$ cat src/rtl/sha256_msg_schedule_if.sv
// Handshake bundle between the SHA-256 message loader, the schedule stage and the round stage.
interface sha256_msg_schedule_if #(
  parameter int unsigned WORD_W = 32
);
  // Loader side
  logic              start;
  logic [WORD_W-1:0] word_in;
  logic              word_valid;
  logic              word_ready;

  // Round-stage side
  logic [WORD_W-1:0] w_out;
  logic [5:0]        w_idx;
  logic              w_valid;
  logic              w_ready;

  // Status
  logic              busy;
  logic              done;

  // Driver of the schedule stage (loader plus round stage)
  modport master (
    output start,
    output word_in,
    output word_valid,
    input  word_ready,
    input  w_out,
    input  w_idx,
    input  w_valid,
    output w_ready,
    input  busy,
    input  done
  );

  // The schedule stage itself
  modport slave (
    input  start,
    input  word_in,
    input  word_valid,
    output word_ready,
    output w_out,
    output w_idx,
    output w_valid,
    input  w_ready,
    output busy,
    output done
  );
endinterface

$ cat src/rtl/sha256_msg_schedule.sv
// SHA-256 message schedule: loads 16 message words, then expands W16..W63 in a 16-deep
// sliding window. Every W_t is presented through a single registered ready/valid slot.
module sha256_msg_schedule #(
  parameter int unsigned WORD_W = 32,
  parameter int unsigned ROUNDS = 64
) (
  input logic                  clk,
  input logic                  reset,
  sha256_msg_schedule_if.slave sched_io
);

  localparam int              WinDepth    = 16;
  localparam int              IdxW        = 6;
  localparam logic [IdxW-1:0] LastLoadIdx = IdxW'(WinDepth - 1);
  localparam logic [IdxW-1:0] LastIdx     = IdxW'(ROUNDS - 1);

  typedef enum logic [1:0] {
    StIdle,
    StLoad,
    StExpand,
    StDrain
  } state_e;

  state_e            state_q, state_d;

  // win_q[15] holds W[t-1], win_q[0] holds W[t-16]
  logic [WORD_W-1:0] win_q [WinDepth];
  logic [WORD_W-1:0] win_d [WinDepth];
  logic [IdxW-1:0]   t_q, t_d;
  logic [WORD_W-1:0] w_out_q, w_out_d;
  logic [IdxW-1:0]   w_idx_q, w_idx_d;
  logic              w_valid_q, w_valid_d;
  logic              done_q, done_d;

  logic              slot_free;
  logic              word_ready;
  logic              load_fire;
  logic              expand_fire;
  logic              drain_fire;
  logic [WORD_W-1:0] w_new;

  function automatic logic [WORD_W-1:0] rotr(input logic [WORD_W-1:0] x, input int unsigned n);
    return (x >> n) | (x << (WORD_W - n));
  endfunction

  function automatic logic [WORD_W-1:0] sigma0(input logic [WORD_W-1:0] x);
    return rotr(x, 7) ^ rotr(x, 18) ^ (x >> 3);
  endfunction

  function automatic logic [WORD_W-1:0] sigma1(input logic [WORD_W-1:0] x);
    return rotr(x, 17) ^ rotr(x, 19) ^ (x >> 10);
  endfunction

  // Output slot can take a new word when empty or being consumed this cycle
  assign slot_free = !w_valid_q || sched_io.w_ready;

  // W_t = s1(W[t-2]) + W[t-7] + s0(W[t-15]) + W[t-16], carries out of bit 31 dropped
  assign w_new = sigma1(win_q[14]) + win_q[9] + sigma0(win_q[1]) + win_q[0];

  // FSM state register
  always_ff @(posedge clk or posedge reset) begin
    if (reset) begin
      state_q <= StIdle;
    end else begin
      state_q <= state_d;
    end
  end

  // FSM next-state logic
  always_comb begin
    state_d = state_q;
    unique case (state_q)
      StIdle:   if (sched_io.start) state_d = StLoad;
      StLoad:   if (load_fire && (t_q == LastLoadIdx)) state_d = StExpand;
      StExpand: if (expand_fire && (t_q == LastIdx)) state_d = StDrain;
      StDrain:  if (drain_fire) state_d = StIdle;
      default:  state_d = StIdle;
    endcase
  end

  // FSM outputs: handshake strobes that advance the datapath
  always_comb begin
    word_ready  = 1'b0;
    load_fire   = 1'b0;
    expand_fire = 1'b0;
    drain_fire  = 1'b0;
    unique case (state_q)
      StLoad: begin
        word_ready = slot_free;
        load_fire  = slot_free && sched_io.word_valid;
      end
      StExpand: expand_fire = slot_free;
      StDrain:  drain_fire  = w_valid_q && sched_io.w_ready && (w_idx_q == LastIdx);
      default: ;
    endcase
  end

  // Datapath next state: window shift, t counter, output slot and done pulse
  always_comb begin
    win_d     = win_q;
    t_d       = t_q;
    w_out_d   = w_out_q;
    w_idx_d   = w_idx_q;
    w_valid_d = w_valid_q;
    done_d    = 1'b0;

    if ((state_q == StIdle) && sched_io.start) begin
      t_d = '0;
    end

    if (slot_free) begin
      w_valid_d = 1'b0;
    end

    if (load_fire || expand_fire) begin
      for (int i = 0; i < WinDepth - 1; i++) begin
        win_d[i] = win_q[i+1];
      end
      win_d[WinDepth-1] = load_fire ? sched_io.word_in : w_new;
      w_out_d           = load_fire ? sched_io.word_in : w_new;
      w_idx_d           = t_q;
      w_valid_d         = 1'b1;
      // t parks at the last index; it is cleared by the next start
      if (t_q != LastIdx) begin
        t_d = t_q + IdxW'(1);
      end
    end

    if (drain_fire) begin
      done_d = 1'b1;
    end
  end

  // Datapath registers
  always_ff @(posedge clk or posedge reset) begin
    if (reset) begin
      for (int i = 0; i < WinDepth; i++) begin
        win_q[i] <= '0;
      end
      t_q       <= '0;
      w_out_q   <= '0;
      w_idx_q   <= '0;
      w_valid_q <= 1'b0;
      done_q    <= 1'b0;
    end else begin
      win_q     <= win_d;
      t_q       <= t_d;
      w_out_q   <= w_out_d;
      w_idx_q   <= w_idx_d;
      w_valid_q <= w_valid_d;
      done_q    <= done_d;
    end
  end

  assign sched_io.word_ready = word_ready;
  assign sched_io.w_out      = w_out_q;
  assign sched_io.w_idx      = w_idx_q;
  assign sched_io.w_valid    = w_valid_q;
  assign sched_io.busy       = (state_q != StIdle);
  assign sched_io.done       = done_q;

  // A presented word must stay put until the round stage takes it
  a_stall_stable: assert property (@(posedge clk) disable iff (reset)
    (w_valid_q && !sched_io.w_ready) |=> (w_valid_q && $stable(w_out_q) && $stable(w_idx_q)));

endmodule

$ cat src/flat_wrapper.sv
// flat-port wrapper written by rule: the top's interface ports become plain ports
module sha256_msg_schedule_flat 
#(
  parameter int unsigned WORD_W = 32,
  parameter int unsigned ROUNDS = 64
)
  (clk, reset, sched_io_start, sched_io_word_in, sched_io_word_valid, sched_io_word_ready, sched_io_w_out, sched_io_w_idx, sched_io_w_valid, sched_io_w_ready, sched_io_busy, sched_io_done);
  sha256_msg_schedule_if #(.WORD_W(WORD_W)) sched_io_i ();
  input logic clk;
  input logic reset;
  input wire logic [$bits(sched_io_i.start)-1:0] sched_io_start;
  input wire logic [$bits(sched_io_i.word_in)-1:0] sched_io_word_in;
  input wire logic [$bits(sched_io_i.word_valid)-1:0] sched_io_word_valid;
  output wire logic [$bits(sched_io_i.word_ready)-1:0] sched_io_word_ready;
  output wire logic [$bits(sched_io_i.w_out)-1:0] sched_io_w_out;
  output wire logic [$bits(sched_io_i.w_idx)-1:0] sched_io_w_idx;
  output wire logic [$bits(sched_io_i.w_valid)-1:0] sched_io_w_valid;
  input wire logic [$bits(sched_io_i.w_ready)-1:0] sched_io_w_ready;
  output wire logic [$bits(sched_io_i.busy)-1:0] sched_io_busy;
  output wire logic [$bits(sched_io_i.done)-1:0] sched_io_done;
  assign sched_io_i.start = sched_io_start;
  assign sched_io_i.word_in = sched_io_word_in;
  assign sched_io_i.word_valid = sched_io_word_valid;
  assign sched_io_word_ready = sched_io_i.word_ready;
  assign sched_io_w_out = sched_io_i.w_out;
  assign sched_io_w_idx = sched_io_i.w_idx;
  assign sched_io_w_valid = sched_io_i.w_valid;
  assign sched_io_i.w_ready = sched_io_w_ready;
  assign sched_io_busy = sched_io_i.busy;
  assign sched_io_done = sched_io_i.done;
  sha256_msg_schedule #(.WORD_W(WORD_W), .ROUNDS(ROUNDS)) u_core (.clk(clk), .reset(reset), .sched_io(sched_io_i));
endmodule
$ cat config.mk
export PLATFORM = sky130hd
export DESIGN_NAME = sha256_msg_schedule_flat
export DESIGN_NICKNAME = d
export VERILOG_FILES = /design/src/rtl/sha256_msg_schedule_if.sv /design/src/rtl/sha256_msg_schedule.sv /design/src/flat_wrapper.sv
export SDC_FILE = /design/constraint.sdc
export NUM_CORES = 2
export LEC_CHECK = 0
export BUFFER_PORTS_ARGS = -buffer_cell sky130_fd_sc_hd__clkbuf_2
export CORE_MARGIN = 1.5
export CORE_UTILIZATION = 42
export DETAILED_ROUTE_END_ITERATION = 7
export PLACE_DENSITY_LB_ADDON = 0.25
export SLEW_MARGIN = 10
export SYNTH_ARGS = -nofsm -noshare
export SYNTH_HDL_FRONTEND = slang
export SYNTH_SLANG_ARGS = --single-unit
$ cat constraint.sdc
create_clock -name clk -period 26.5 [get_ports clk]
set_input_delay 2.65 -clock clk [delete_from_list [all_inputs] [get_ports clk]]
set_output_delay 2.65 -clock clk [all_outputs]
set_load 0.005 [all_outputs]
# ---- Word level (Yosys, flattened, before mapping)
# Cells that the tools add are included.
dict set report op_classes {
  n_addsub 4
  mux 16
  eq_ne 11
  reduce_logical 13
  bitwise 8
}
# op n
set ops {}
lappend ops {{adder 32 bit} 3}
lappend ops {{XOR 32 bit} 2}
lappend ops {{two-way mux 32 bit} 1}
lappend ops {{OR 13 x 32 -> 32 bit} 1}
lappend ops {{OR 14 x 32 -> 32 bit} 1}
lappend ops {{OR 15 x 32 -> 32 bit} 1}
lappend ops {{OR 25 x 32 -> 32 bit} 1}
lappend ops {{XOR 32 x 22 -> 32 bit} 1}
lappend ops {{XOR 32 x 29 -> 32 bit} 1}
lappend ops {{two-way mux 6 bit} 3}
lappend ops {{equality test 6 bit (second input constant)} 2}
lappend ops {{two-way mux 2 bit} 4}
lappend ops {{one-hot mux 2 bit (4 select lines)} 1}
lappend ops {{two-way mux 1 bit} 7}
lappend ops {{adder 6 x 1 -> 6 bit (second input constant)} 1}
lappend ops {{equality test 6 x 4 -> 1 bit (second input constant)} 1}
lappend ops {{logical AND 1 bit} 6}
lappend ops {{!= test 2 x 1 -> 1 bit (second input constant)} 3}
lappend ops {{!= test 6 bit (second input constant)} 1}
lappend ops {{equality test 2 bit (second input constant)} 2}
lappend ops {{AND reduction 4 bit} 1}
lappend ops {{nonzero test 2 bit} 2}
lappend ops {{equality test 2 x 1 -> 1 bit (second input constant)} 1}
lappend ops {{zero test 2 bit} 1}
lappend ops {{3 further kinds} 4}
dict set report word_totals {
  input_bits 37
  out_inout_bits 42
  reg_bits 528
  wordCells 73
}

# ---- Logic depth before layout (Yosys ltp)
dict set report depth {
  word_depth 7
  mapped_depth 18
  depth_no_buf 17
}

# ---- Worst setup path after synthesis
# Ideal clock, no wire load.
dict set report synth_timing {
  path_type {input port to output port}
  startpoint {input port sched_io_w_ready}
  endpoint {output port sched_io_word_ready}
  t_arrival_ns 3.001
  path_stages 2
  required_time_ns 23.850
  path_buffers 0
  setup_slack_ns 20.849
  path_cell_list {nand2b_1 > and2_1}
}
dict set report synth_between {
  elab_chain_cells 2
}
# item line_no
set synth_lines {}
lappend synth_lines {{from (decl)} flat_wrapper.sv:18} ;# input wire logic [$bits(sched_io_i.w_ready)-1:0] sched_io_w_ready;
lappend synth_lines {{logical OR 1 bit} sha256_msg_schedule.sv:55} ;# assign slot_free = !w_valid_q || sched_io.w_ready;
lappend synth_lines {{two-way mux 1 bit} sha256_msg_schedule.sv:87} ;# unique case (state_q)
lappend synth_lines {{to (decl)} flat_wrapper.sv:14} ;# output wire logic [$bits(sched_io_i.word_ready)-1:0] sched_io_word_ready;
# Every way passes these cells.

# ---- Worst setup path after layout
# Same ends and word-level chain as after synthesis.

==> summary.md <==
| Metric | Value |
|---|---|
| CP max FO | `6` |
| R2R depth | `17` |
| Vias in the first global route | `around 17000` |
| Hold path start | `u_core.win_q[413]` |
| Tot GR Track Use | `19.62%` |
| FILL cells | `~5600` |
| Die footprint | `between 60000 and 70000 µm²` |
| Commonest non-fill, non-tap cell in the layout | `nand2_1` |
| RePlAce Congestion | `0.8651` |
| # clock sinks | `528` |
| Final min period | `between 5 and 6 ns` |
| Fmax | `approximately 170 MHz` |
| Worst clock skew | `approximately 0.031 ns` |
| CP endpoint kind | `output pin` |
| Mapped Area | `between 20000 and 25000 µm²` |
| Crit start category | `input pin` |
| Setup Fix Bufs, Post-CTS | `0` |
| Commonest cells after routing, fill and taps aside | `1448 x nand2_1, 528 x dfrtp_1, 143 x inv_1` |
| Number of CTS-inserted buffers | `54` |
| Most common flop cell mapped by yosys | `dfrtp_1` |
| I/O pin cnt | `79` |
| Pre-antenna DRT Iters | `5` |
| First-pass GRT wire length | `93570 µm` |
| Detailed Route WL | `approximately 58000 µm` |
| Max-cap check violation count | `0` |
| Relative slew slack | `between 20% and 30%` |
| Post-route non-filler standard cell count | `approximately 3600` |
| Residual DRC | `0` |
| Worst hold stages | `2` |
| Met2 wire len | `roughly 27000 µm` |
| Crit share post-route | `22.43%` |
| Flop-to-flop setup slack | `21.73 ns` |
| Chip Width | `~250 µm` |
| Initial DRC count | `~1300` |
| Setup TNS | `0 ns` |
| Diodes inserted | `0` |
| Met3 routed WL | `2304 µm` |
| Worst-path clk slew | `approximately 0.060 ns` |
| Post-synth EDFFs | `0` |
| Initial Utilization | `42.65%` |
| Area of the multi-input gates | `around 10000 µm²` |
| FP Rows | `88` |
| Placed inst area | `25310 µm²` |
| Core ar. | `slightly below 60000 µm²` |
| Hold Fails Final Rpt | `0` |
| Flops & latches, synth | `around 530` |
| WHS Endpoint | `u_core.win_q[445]` |
| Layout area overhead | `9.472%` |
| Sequential area share after synthesis | `between 50 and 60%` |
| RR Startpoint | `u_core.win_q[50]` |
| Global route overflow | `0` |
| Hold Buf Count CTS | `0` |
| Initial antenna violation count | `0` |
| Worst-Skew Late Latency | `0.62 ns` |
| Antenna Violating Nets Remaining | `0` |
| Final Max Tran Viols | `0` |
| Finished Core Util | `a little under half` |
| Die Height | `around 250 µm` |
| Distinct cells, synth | `57` |
| Critical R2R Capture | `u_core.win_q[25]` |
| Class of the worst hold path | `reg -> reg` |
| Hpwl dp | `38680 µm` |
| H-tree lvl count | `2` |
| Register Area | `approximately 13000 µm²` |
| Synth warn | `0` |
| Final setup viols | `0` |
| TritonCTS clock tree | `yes` |
| Ys async rst share | `100.0%` |
| Wl on met1 | `26820 µm` |
| # nets final | `roughly 3000` |
| Syn nets | `2979` |
| Placed Cells | `roughly 3500` |
| RSZ-0062 raised after global routing | `false` |
| Clk buf depth | `3` |
| Cts repair resizes | `0` |
| Critical Path RT | `23.85 ns` |
| Root Buffer | `clkbuf_16` |
| Worst slew pin tran | `approximately 1.2 ns` |
| Largest net degree at the start of global routing | `242` |
| Routed vias/inst | `approximately 4.9` |
| PortBufs | `between 70 and 80` |
| Post-DR wirelength/cell | `roughly 16 µm` |
| Status | `completed` |
| Synthesized area per cell | `~8.7 µm²` |
| CP Class | `in -> out` |
| Via Count | `17480` |
| Syn Inst Count | `approximately 2800` |
| Layout cell share with drive strength beyond 1 | `approximately 6.5%` |
| Max Used Layer | `met4` |
| Final Cell Area | `~27000 µm²` |
| Worst EP arrival | `roughly 3.3 ns` |
## synth_stat cells (all sizes together) (17+ instances only)
cell / count / area, µm²
nand3: 17 / 85.08
nor2: 35 / 131.4
inv: 144 / 540.5
xnor2: 120 / 1051
buf: 40 / 285.3
nand2: 1448 / 5435
a21oi: 43 / 219.0
dfrtp: 528 / 13210
clkbuf: 163 / 621.8
ha: 37 / 462.9
fa: 62 / 1241
o21ai: 71 / 359.1
xor2: 24 / 210.2
## state kept, by name (all words and copies together) (netlist names)
signal,count
u_core.t_q,6
u_core.sched_io.done,1
u_core.win_q,512
u_core.sched_io.w_idx,6
u_core.state_q,2
u_core.sched_io.w_valid,1
## logic make-up (layout without fill, tap and decap cells)
logic type | after synthesis | count (layout) | synth area share, %
AO/OA/AOI/OAI | 181 | 181 | 4.523
multiplexers | 7 | 7 | 0.2938
XOR/XNOR | 144 | 144 | 5.106
AND/OR/NAND/NOR | 1537 | 1537 | 23.83
flip-flops | 528 | 528 | 53.49
adder cells (fa/ha/maj) | 99 | 99 | 6.899
buffers and inverters | 347 | 331 | 5.860
## worst max-delay path, cell delays in order
cell and delay [ns]:
clkbuf_2 0.10, nand2b_1 0.24, and2_1 0.20, clkbuf_2 0.11
## layer usage
layer | global-route usage [%] | vias up
met5 | 0 | -
met1 | 27.66 | 8652
li1 | - | 8488
met3 | 3.056 | 83
met2 | 31.20 | 255
met4 | 5.810 | 0
## layout make-up
type                            count  share of cell area [%]
Tap cell                          765                   3.540
Clock inverter                     12                  0.4581
Timing Repair Buffer               90                   1.962
Inverter                          144                   2.027
Clock buffer                       85                   5.950
Multi-Input combinational cell   1968                   37.20
Sequential cell                   528                   48.86
## per-stage QoR
stage          setup slack [ns]  hold slack (ns)
6_report                  20.56           0.4509
4_1_cts                   20.56           0.4475
3_3_place_gp              20.57           0.4464
5_1_grt                   20.53           0.4752
2_1_floorplan             9.097           0.4386
3_5_place_dp              20.47           0.4484
## how the worst max path moves through the flow
stage | startpoint | end | cells after the start
after floorplan | reset | u_core.sched_io.done | 1
after global placement | sched_io_word_valid | u_core.win_q[454] | 9
after detailed placement | sched_io_word_valid | u_core.win_q[153] | 9
after CTS | sched_io_w_ready | sched_io_word_ready | 4
after global routing | sched_io_w_ready | sched_io_word_ready | 4
final | sched_io_w_ready | sched_io_word_ready | 4
Power is not shown: default switching activity piles up to over one toggle a cycle in this logic, so the estimate is an artifact.
